## config.mk

```make
export PLATFORM = sky130hd
export DESIGN_NAME = fp_div_flat
export DESIGN_NICKNAME = d
export VERILOG_FILES = /design/src/rtl/fp_div_if.sv /design/src/rtl/fp_div.sv /design/src/flat_wrapper.sv
export SDC_FILE = /design/constraint.sdc
export NUM_CORES = 1
export LEC_CHECK = 0
export CAP_MARGIN = 5
export CORE_MARGIN = 2
export CORE_UTILIZATION = 60
export CTS_BUF_LIST = sky130_fd_sc_hd__clkbuf_16
export DETAILED_ROUTE_END_ITERATION = 8
export MAX_ROUTING_LAYER = met4
export PLACE_DENSITY = 0.86
export SLEW_MARGIN = 15
export SYNTH_ARGS = -nofsm -noshare
export SYNTH_HDL_FRONTEND = slang
export SYNTH_SLANG_ARGS = --single-unit
```

## constraint.sdc

```tcl
create_clock -name clk -period 6.1 [get_ports clk]
set_input_delay 0.915 -clock clk [delete_from_list [all_inputs] [get_ports clk]]
set_output_delay 0.915 -clock clk [all_outputs]
set_load 0.01 [all_outputs]
```

## src/rtl/fp_div_if.sv

```systemverilog
// rtl/fp_div_if.sv - operand/result handshake bundle for the fixed-point divider
interface fp_div_if #(
  parameter int W1 = 16,
  parameter int W2 = 16,
  parameter int W3 = 16
);
  logic          in_valid;
  logic          in_ready;
  logic [W1-1:0] a;
  logic          s1;
  logic [W2-1:0] b;
  logic          s2;
  logic          out_valid;
  logic          out_ready;
  logic [W3-1:0] c;
  logic          sign;
  logic          overflow;
  logic          underflow;
  logic          div_by_zero;

  // operand producer / result consumer side
  modport master (
    output in_valid, a, s1, b, s2, out_ready,
    input  in_ready, out_valid, c, sign, overflow, underflow, div_by_zero
  );

  // divider side
  modport slave (
    input  in_valid, a, s1, b, s2, out_ready,
    output in_ready, out_valid, c, sign, overflow, underflow, div_by_zero
  );
endinterface

```

## src/rtl/fp_div.sv

```systemverilog
// rtl/fp_div.sv - multi-cycle restoring fixed-point divider with saturation flags
module fp_div #(
  parameter int i1 = 2,
  parameter int f1 = 14,
  parameter int i2 = 2,
  parameter int f2 = 14,
  parameter int i3 = 2,
  parameter int f3 = 14
) (
  input  logic      clk,
  input  logic      rst_n,
  fp_div_if.slave   bus
);
  // f2+f3 >= f1 is assumed so the dividend only ever shifts left
  localparam int W1 = i1 + f1;
  localparam int W2 = i2 + f2;
  localparam int W3 = i3 + f3;
  localparam int WN = i1 + f2 + f3;
  localparam int CW = $clog2(WN + 1);
  localparam int WQ = WN + W3 + 1;

  localparam logic [WQ-1:0] MAX_U   = {{(WQ-W3){1'b0}}, {W3{1'b1}}};
  localparam logic [WQ-1:0] MAX_POS = {{(WQ-W3+1){1'b0}}, {(W3-1){1'b1}}};
  localparam logic [WQ-1:0] MAX_NEG = {{(WQ-W3){1'b0}}, 1'b1, {(W3-1){1'b0}}};
  localparam logic [W3-1:0] SAT_U   = {W3{1'b1}};
  localparam logic [W3-1:0] SAT_P   = {1'b0, {(W3-1){1'b1}}};
  localparam logic [W3-1:0] SAT_N   = {1'b1, {(W3-1){1'b0}}};

  typedef enum logic [1:0] {IDLE, CALC, FIX, DONE} state_t;
  state_t state_q, state_d;

  logic [WN-1:0] n_q;       // dividend shifts out MSB-first, quotient bits shift in
  logic [W2-1:0] r_q;
  logic [W2-1:0] b_q;
  logic [CW-1:0] cnt_q;
  logic          s1_q, s2_q, neg_q, bz_q;
  logic [W3-1:0] c_q;
  logic          sign_q, ovf_q, unf_q, dbz_q;

  // operand conditioning at the acceptance edge
  logic          a_neg, b_neg, b_zero;
  logic [W1-1:0] a_mag;
  logic [W2-1:0] b_mag;
  logic [WN-1:0] n_init;
  assign a_neg  = bus.s1 & bus.a[W1-1];
  assign b_neg  = bus.s2 & bus.b[W2-1];
  assign a_mag  = a_neg ? -bus.a : bus.a;
  assign b_mag  = b_neg ? -bus.b : bus.b;
  assign b_zero = (bus.b == '0);
  assign n_init = WN'(a_mag) << (f2 + f3 - f1);

  // one restoring step: trial-subtract the divisor from the shifted remainder
  logic [W2:0]   r_shift, r_sub;
  logic          ge;
  assign r_shift = {r_q, n_q[WN-1]};
  assign ge      = (r_shift >= {1'b0, b_q});
  assign r_sub   = r_shift - {1'b0, b_q};

  // result formatting; with B = 0 neg_q already equals the sign of a
  logic [WQ-1:0] q_ext;
  logic          signed_op;
  logic [W3-1:0] c_fix;
  logic          ovf_fix, unf_fix;
  assign q_ext     = WQ'(n_q);
  assign signed_op = s1_q | s2_q;

  // saturation, truncation-to-zero and sign application
  always_comb begin
    ovf_fix = 1'b0;
    unf_fix = 1'b0;
    c_fix   = '0;
    if (bz_q)
      ovf_fix = 1'b1;
    else if (!signed_op)
      ovf_fix = (q_ext > MAX_U);
    else
      ovf_fix = neg_q ? (q_ext > MAX_NEG) : (q_ext > MAX_POS);
    unf_fix = !bz_q && (n_q == '0) && (r_q != '0);
    if (ovf_fix)
      c_fix = !signed_op ? SAT_U : (neg_q ? SAT_N : SAT_P);
    else if (neg_q)
      c_fix = -q_ext[W3-1:0];
    else
      c_fix = q_ext[W3-1:0];
  end

  // state register
  always_ff @(posedge clk or negedge rst_n) begin
    if (!rst_n) state_q <= IDLE;
    else        state_q <= state_d;
  end

  // next-state logic
  always_comb begin
    state_d = state_q;
    case (state_q)
      IDLE: if (bus.in_valid) state_d = b_zero ? FIX : CALC;
      CALC: if (cnt_q == CW'(WN - 1)) state_d = FIX;
      FIX:  state_d = DONE;
      DONE: if (bus.out_ready) state_d = IDLE;
      default: state_d = IDLE;
    endcase
  end

  // handshake outputs decoded from state
  always_comb begin
    bus.in_ready  = (state_q == IDLE);
    bus.out_valid = (state_q == DONE);
  end

  // datapath: capture operands, iterate, then latch the formatted result
  always_ff @(posedge clk or negedge rst_n) begin
    if (!rst_n) begin
      n_q <= '0; r_q <= '0; b_q <= '0; cnt_q <= '0;
      s1_q <= 1'b0; s2_q <= 1'b0; neg_q <= 1'b0; bz_q <= 1'b0;
      c_q <= '0; sign_q <= 1'b0; ovf_q <= 1'b0; unf_q <= 1'b0; dbz_q <= 1'b0;
    end else begin
      case (state_q)
        IDLE: if (bus.in_valid) begin
          n_q   <= n_init;
          r_q   <= '0;
          b_q   <= b_mag;
          cnt_q <= '0;
          s1_q  <= bus.s1;
          s2_q  <= bus.s2;
          neg_q <= a_neg ^ b_neg;
          bz_q  <= b_zero;
        end
        CALC: begin
          n_q   <= {n_q[WN-2:0], ge};
          r_q   <= ge ? r_sub[W2-1:0] : r_shift[W2-1:0];
          cnt_q <= cnt_q + CW'(1);
        end
        FIX: begin
          c_q    <= c_fix;
          sign_q <= signed_op;
          ovf_q  <= ovf_fix;
          unf_q  <= unf_fix;
          dbz_q  <= bz_q;
        end
        default: ;
      endcase
    end
  end

  assign bus.c           = c_q;
  assign bus.sign        = sign_q;
  assign bus.overflow    = ovf_q;
  assign bus.underflow   = unf_q;
  assign bus.div_by_zero = dbz_q;
endmodule

```

## src/flat_wrapper.sv

```systemverilog
// flat-port wrapper written by rule: the top's interface ports become plain ports
module fp_div_flat 
#(
  parameter int i1 = 2,
  parameter int f1 = 14,
  parameter int i2 = 2,
  parameter int f2 = 14,
  parameter int i3 = 2,
  parameter int f3 = 14
)
  (clk, rst_n, bus_in_valid, bus_a, bus_s1, bus_b, bus_s2, bus_out_ready, bus_in_ready, bus_out_valid, bus_c, bus_sign, bus_overflow, bus_underflow, bus_div_by_zero);
  fp_div_if #(.W1(16), .W2(16), .W3(16)) bus_i ();
  input  logic clk;
  input  logic rst_n;
  input wire logic [$bits(bus_i.in_valid)-1:0] bus_in_valid;
  input wire logic [$bits(bus_i.a)-1:0] bus_a;
  input wire logic [$bits(bus_i.s1)-1:0] bus_s1;
  input wire logic [$bits(bus_i.b)-1:0] bus_b;
  input wire logic [$bits(bus_i.s2)-1:0] bus_s2;
  input wire logic [$bits(bus_i.out_ready)-1:0] bus_out_ready;
  output wire logic [$bits(bus_i.in_ready)-1:0] bus_in_ready;
  output wire logic [$bits(bus_i.out_valid)-1:0] bus_out_valid;
  output wire logic [$bits(bus_i.c)-1:0] bus_c;
  output wire logic [$bits(bus_i.sign)-1:0] bus_sign;
  output wire logic [$bits(bus_i.overflow)-1:0] bus_overflow;
  output wire logic [$bits(bus_i.underflow)-1:0] bus_underflow;
  output wire logic [$bits(bus_i.div_by_zero)-1:0] bus_div_by_zero;
  assign bus_i.in_valid = bus_in_valid;
  assign bus_i.a = bus_a;
  assign bus_i.s1 = bus_s1;
  assign bus_i.b = bus_b;
  assign bus_i.s2 = bus_s2;
  assign bus_i.out_ready = bus_out_ready;
  assign bus_in_ready = bus_i.in_ready;
  assign bus_out_valid = bus_i.out_valid;
  assign bus_c = bus_i.c;
  assign bus_sign = bus_i.sign;
  assign bus_overflow = bus_i.overflow;
  assign bus_underflow = bus_i.underflow;
  assign bus_div_by_zero = bus_i.div_by_zero;
  fp_div #(.i1(i1), .f1(f1), .i2(i2), .f2(f2), .i3(i3), .f3(f3)) u_core (.clk(clk), .rst_n(rst_n), .bus(bus_i));
endmodule
```

# Yosys cells after proc, flatten, opt, wreduce, memory -nomap -nowiden
# Cells that the tools add are included.
[totals]
reg_bits = 93
out_inout_bits = 22
inputBits = 38
wordCells = 66
[op_classes]
n_eq_ne = 7
n_reduce_logical = 11
n_addsub = 5
bitwise = 4
n_lt_le_gt_ge = 4
muxes = 21
[op_table]
columns = ["operator", "count"]
rows = [
  ["16-bit two-way mux", 8],
  ["30-bit by 16-bit > comparator with 1-bit output, second input constant", 2],
  ["30-bit case mux with 2 select lines", 1],
  ["16-bit negation", 3],
  ["16-bit case mux with 2 select lines", 1],
  ["30-bit by 15-bit > comparator with 1-bit output, second input constant", 1],
  ["30-bit zero test", 1],
  ["30-bit two-way mux", 1],
  ["17-bit by 16-bit greater-or-equal comparator with 1-bit output", 1],
  ["16-bit zero test", 1],
  ["16-bit nonzero test", 1],
  ["16-bit subtractor", 1],
  ["5-bit case mux with 2 select lines", 1],
  ["2-bit two-way mux", 4],
  ["2-bit case mux with 4 select lines", 1],
  ["5-bit by 1-bit adder with 5-bit output, second input constant", 1],
  ["5-bit equality test, second input constant", 1],
  ["5-bit two-way mux", 1],
  ["2-bit equality test, second input constant", 2],
  ["2-bit != test, second input constant", 2],
  ["2-bit AND reduction", 2],
  ["1-bit two-way mux", 3],
  ["3-bit AND reduction", 1],
  ["1-bit AND", 2],
  ["other kinds (8)", 9],
]

# Longest topological paths before layout
[depth]
word_depth = 5
mapped_depth = 11
depth_no_buf = 10

# Least setup slack after synthesis
# OpenSTA, ideal clock, no wires.
[synth_path]
kind = "register to register"
startpoint = "register u_core.b_q[1]"
endpoint = "register u_core.r_q[10]"
path_stages_with_launch = 11
path_buffers = 1
setup_slack_ns = 3.785
period_less_slack_ns = 2.315
setup_time_ns = 0.131
required_time_ns = 5.969
t_arrival_ns = 2.183
path_cell_list = "dfrtp_1 -> inv_1 -> ha_1 -> nor2b_1 -> o211ai_1 -> a31oi_1 -> a31oi_1 -> o21ai_2 -> buf_6 -> mux2i_1 -> o21ai_1"
[synth_between]
elab_chain_len = 3
elab_cells_between_ends = 4
classes_between = "add/sub (1); order compare (1); mux (2)"
[synth_lines]
columns = ["element", "line", "source"]
rows = [
  ["start: declaration", "fp_div.sv:34", "logic [W2-1:0] b_q;"],
  ["start signal: assignment", "fp_div.sv:122", "b_q <= b_mag;"],
  ["16-bit subtractor / 17-bit by 16-bit greater-or-equal comparator with 1-bit output (equally long branches)", "fp_div.sv:57, fp_div.sv:56", ""],
  ["16-bit two-way mux *", "fp_div.sv:131", "r_q <= ge ? r_sub[W2-1:0] : r_shift[W2-1:0];"],
  ["16-bit case mux with 2 select lines *", "fp_div.sv:118", "case (state_q)"],
  ["end signal: assignment", "fp_div.sv:131", ""],
  ["end: declaration", "fp_div.sv:33", "logic [W2-1:0] r_q;"],
]
# Every way passes the cells marked *; elsewhere a longest branch is shown, timed or not.
# A chain may end at the register's enable or synchronous reset.

# Worst setup path in the final report
[layout_path]
startpoint = "register u_core.b_q[1]"
endpoint = "register u_core.r_q[13]"
# The elaborated chain is that of the path after synthesis.

==> run metrics <==
status=finished clean; Netlist cell types=61; worst-margin pin slew=1040 ps; Design Power=3860 uW; via count=5,101; largest net degree at the start of global routing=64; port bufs=59; Sequential Area=2330 um^2; Synth top cells by count=93 x dfrtp_1, 80 x nand2_1, 63 x o21ai_1; I/O Pins=60; CTS Hold Buffers Added=0; ys flop type=dfrtp_1; CTS tree=built; CTS Root Cell=clkbuf_16; grt total ovfl=0; post-synthesis compound-gate area fraction=21.5%; chip height=103 um; share of layout cells above drive strength 1=4.55%; Yosys reg bits=93; RSZ-0062 raised after global routing=false; Post-DRT Antenna Nets=0; DRC=0; # clock sinks=93; post-CTS setup buffers=0; fin crit share=51.9%; mux contribution to synthesized area=3.85%; crit end category=flip-flop; P_leak=0.00298 uW; crit-path cells=inv_1, ha_1, nor2b_1, o211ai_1, a31oi_1, a31oi_1, o21ai_2, mux2i_1, o21ai_1; Synth Area in Simple Gates=16.0%; top cells by area, synth=dfrtp_1 40%, o21ai_1 5.4%, ha_1 5.3%, xnor2_1 5.2%, nand2_1 5.1%; crit path time final=3170 ps; # fillers=746; H-tree depth=3; CP startpoint kind=flip-flop; Synth Area per Inst=8.63 um^2; Hold Fails Final Rpt=0; Row Count=36; Synthesized Nets=742; multi-input logic area=3230 um^2; Initial Utilization=60.7%; Peak VDD IR=393 uV; most frequent cell after synthesis=dfrtp_1; area delta synth->final=16.4%; Post-synth ARST share=100%; Crit Path Max Fanout=17; DR iter-0 viols=270; max_cap viols=0; largest area contributor in the netlist=dfrtp_1; critical path's most frequent cell=a31oi_1; Buf/Inv on CP=1; Layout Nets=785; die width=103 um; Via density=5.94; setup TNS=0 ps; drt first pass iters=5; CTS Buf Count=9; clock skew=13.7 ps; core outline area=9640 um^2; first-pass GRT wire length=22.7 mm; Synth Area in XOR/XNOR=8.08%; max incr delay on CP=840 ps; GRT Overall Usage=28.1%; number of enable flip-flop cells after synthesis=0; n_diodes=0; DP HPWL=10.0 mm; Highest Clock Rate=316 MHz; cell area after layout=6810 um^2; clock-pin slew on the worst setup and hold paths=80 ps; largest family of logic cells by synthesized area=compound AO/OA/AOI/OAI gates; slowest CP cell=o21ai_2; vias in the first global route=4,935; WS Path Type=flip-flop to flip-flop; Yosys warning count=0; DP Area=6510 um^2; critical path's top delay family=compound AO/OA/AOI/OAI gates; Post-Synth Adder-Cell Area=5.69%; final setup fails=0; initial antenna violation count=0; CP arrival=3360 ps; clock tree buffer depth=2; die area=10,600 um^2; clk_lat worst skew=350 ps; min-delay worst type=input port to async pin; Mapped Cells=678; Avg WL per Cell=16.0 um; RD Place Congestion=0.950; drt total wl=13.8 mm; setup slack after layout=2930 ps; sequential fraction of the synthesis area=39.8%; Setup WS pre-CTS=2450 ps; Synth Cell Area=5850 um^2; Gates resized, CTS repair=0; top cell type's share of synthesized area=39.8%; Slew Limit Fails=0; Pwr Density=566 nW/um^2; worst path required time=6300 ps; Rel. slew slack=30.5%
[routing by layer]
metal	vias to the layer above	GRT usage (%)	routed length, um	share of wire [%]
met3	27	3.93	662	4.8
met5	-	-	0	0
met1	2435	36.3	6100	44
met2	181	45.4	6690	49
met4	0	10.4	311	2.3
li1	2458	-	-	-
[state kept, by name, summed over array words and instances (netlist names)]
name / flops
u_core.s2_q: 1
u_core.bus.c: 16
u_core.bus.underflow: 1
u_core.bz_q: 1
u_core.bus.overflow: 1
u_core.b_q: 16
u_core.r_q: 16
u_core.s1_q: 1
u_core.cnt_q: 5
u_core.bus.div_by_zero: 1
u_core.n_q: 30
u_core.neg_q: 1
u_core.bus.sign: 1
u_core.state_q: 2
[final timing paths]
kind	start	endpoint	slack, ps	cells past startpoint
worst max-delay path	u_core.b_q[1]	u_core.r_q[13]	2930	9
worst min-delay path	rst_n	u_core.bus.c[8]	480	1
worst max register to register	u_core.b_q[1]	u_core.r_q[13]	2930	9
worst min register to register	u_core.b_q[6]	u_core.b_q[6]	480	2
max in group asynchronous	rst_n	u_core.b_q[9]	4510	2
min in group clk	u_core.b_q[6]	u_core.b_q[6]	480	2
[power by group]
part	switching (uW)	internal, uW	leakage, uW
registers	242	865	0.00116
clock network	269	292	0.000149
logic	1260	934	0.00167
[cell families after synthesis]
kind of cell,count (synthesis)
compound gates,208
simple gates,198
flops,93
buf+inv,77
xor+xnor,54
fa+ha+maj,26
mux,22
[cell usage in the layout (no fill, tap or decap), types with 5 or more instances in the layout]
master,instances
nand4_1,5
nor4_1,11
nor3_1,14
ha_1,25
inv_1,46
nand2b_1,5
o21ai_0,22
nor2b_1,7
o21ai_1,63
xnor2_1,35
nor2_1,48
o21bai_1,5
nand2_1,79
xor2_1,19
clkdlybuf4s50_1,58
a21oi_1,55
a21o_1,6
o22ai_1,5
mux2i_1,18
buf_4,5
o31ai_1,5
o211ai_1,9
a22o_1,11
dfrtp_1,93
clkbuf_16,9
[stage by stage]
step	util, %	cells	hold WS [ps]
2_1_floorplan	-	678	450
3_3_place_gp	67.5	843	466
3_5_place_dp	67.5	843	470
4_1_cts	70.7	859	486
5_1_grt	70.7	859	512
6_report	70.7	859	480
[area by class of cell]
type                            instances  area share (%)
Clock inverter                          7            1.12
Multi-Input combinational cell        508            47.4
Timing Repair Buffer                   63            9.07
Clock buffer                            9            3.31
Sequential cell                        93            34.2
Inverter                               46            2.53
Tap cell                              133            2.44
Note: power is estimated with default switching activity, not from simulation.
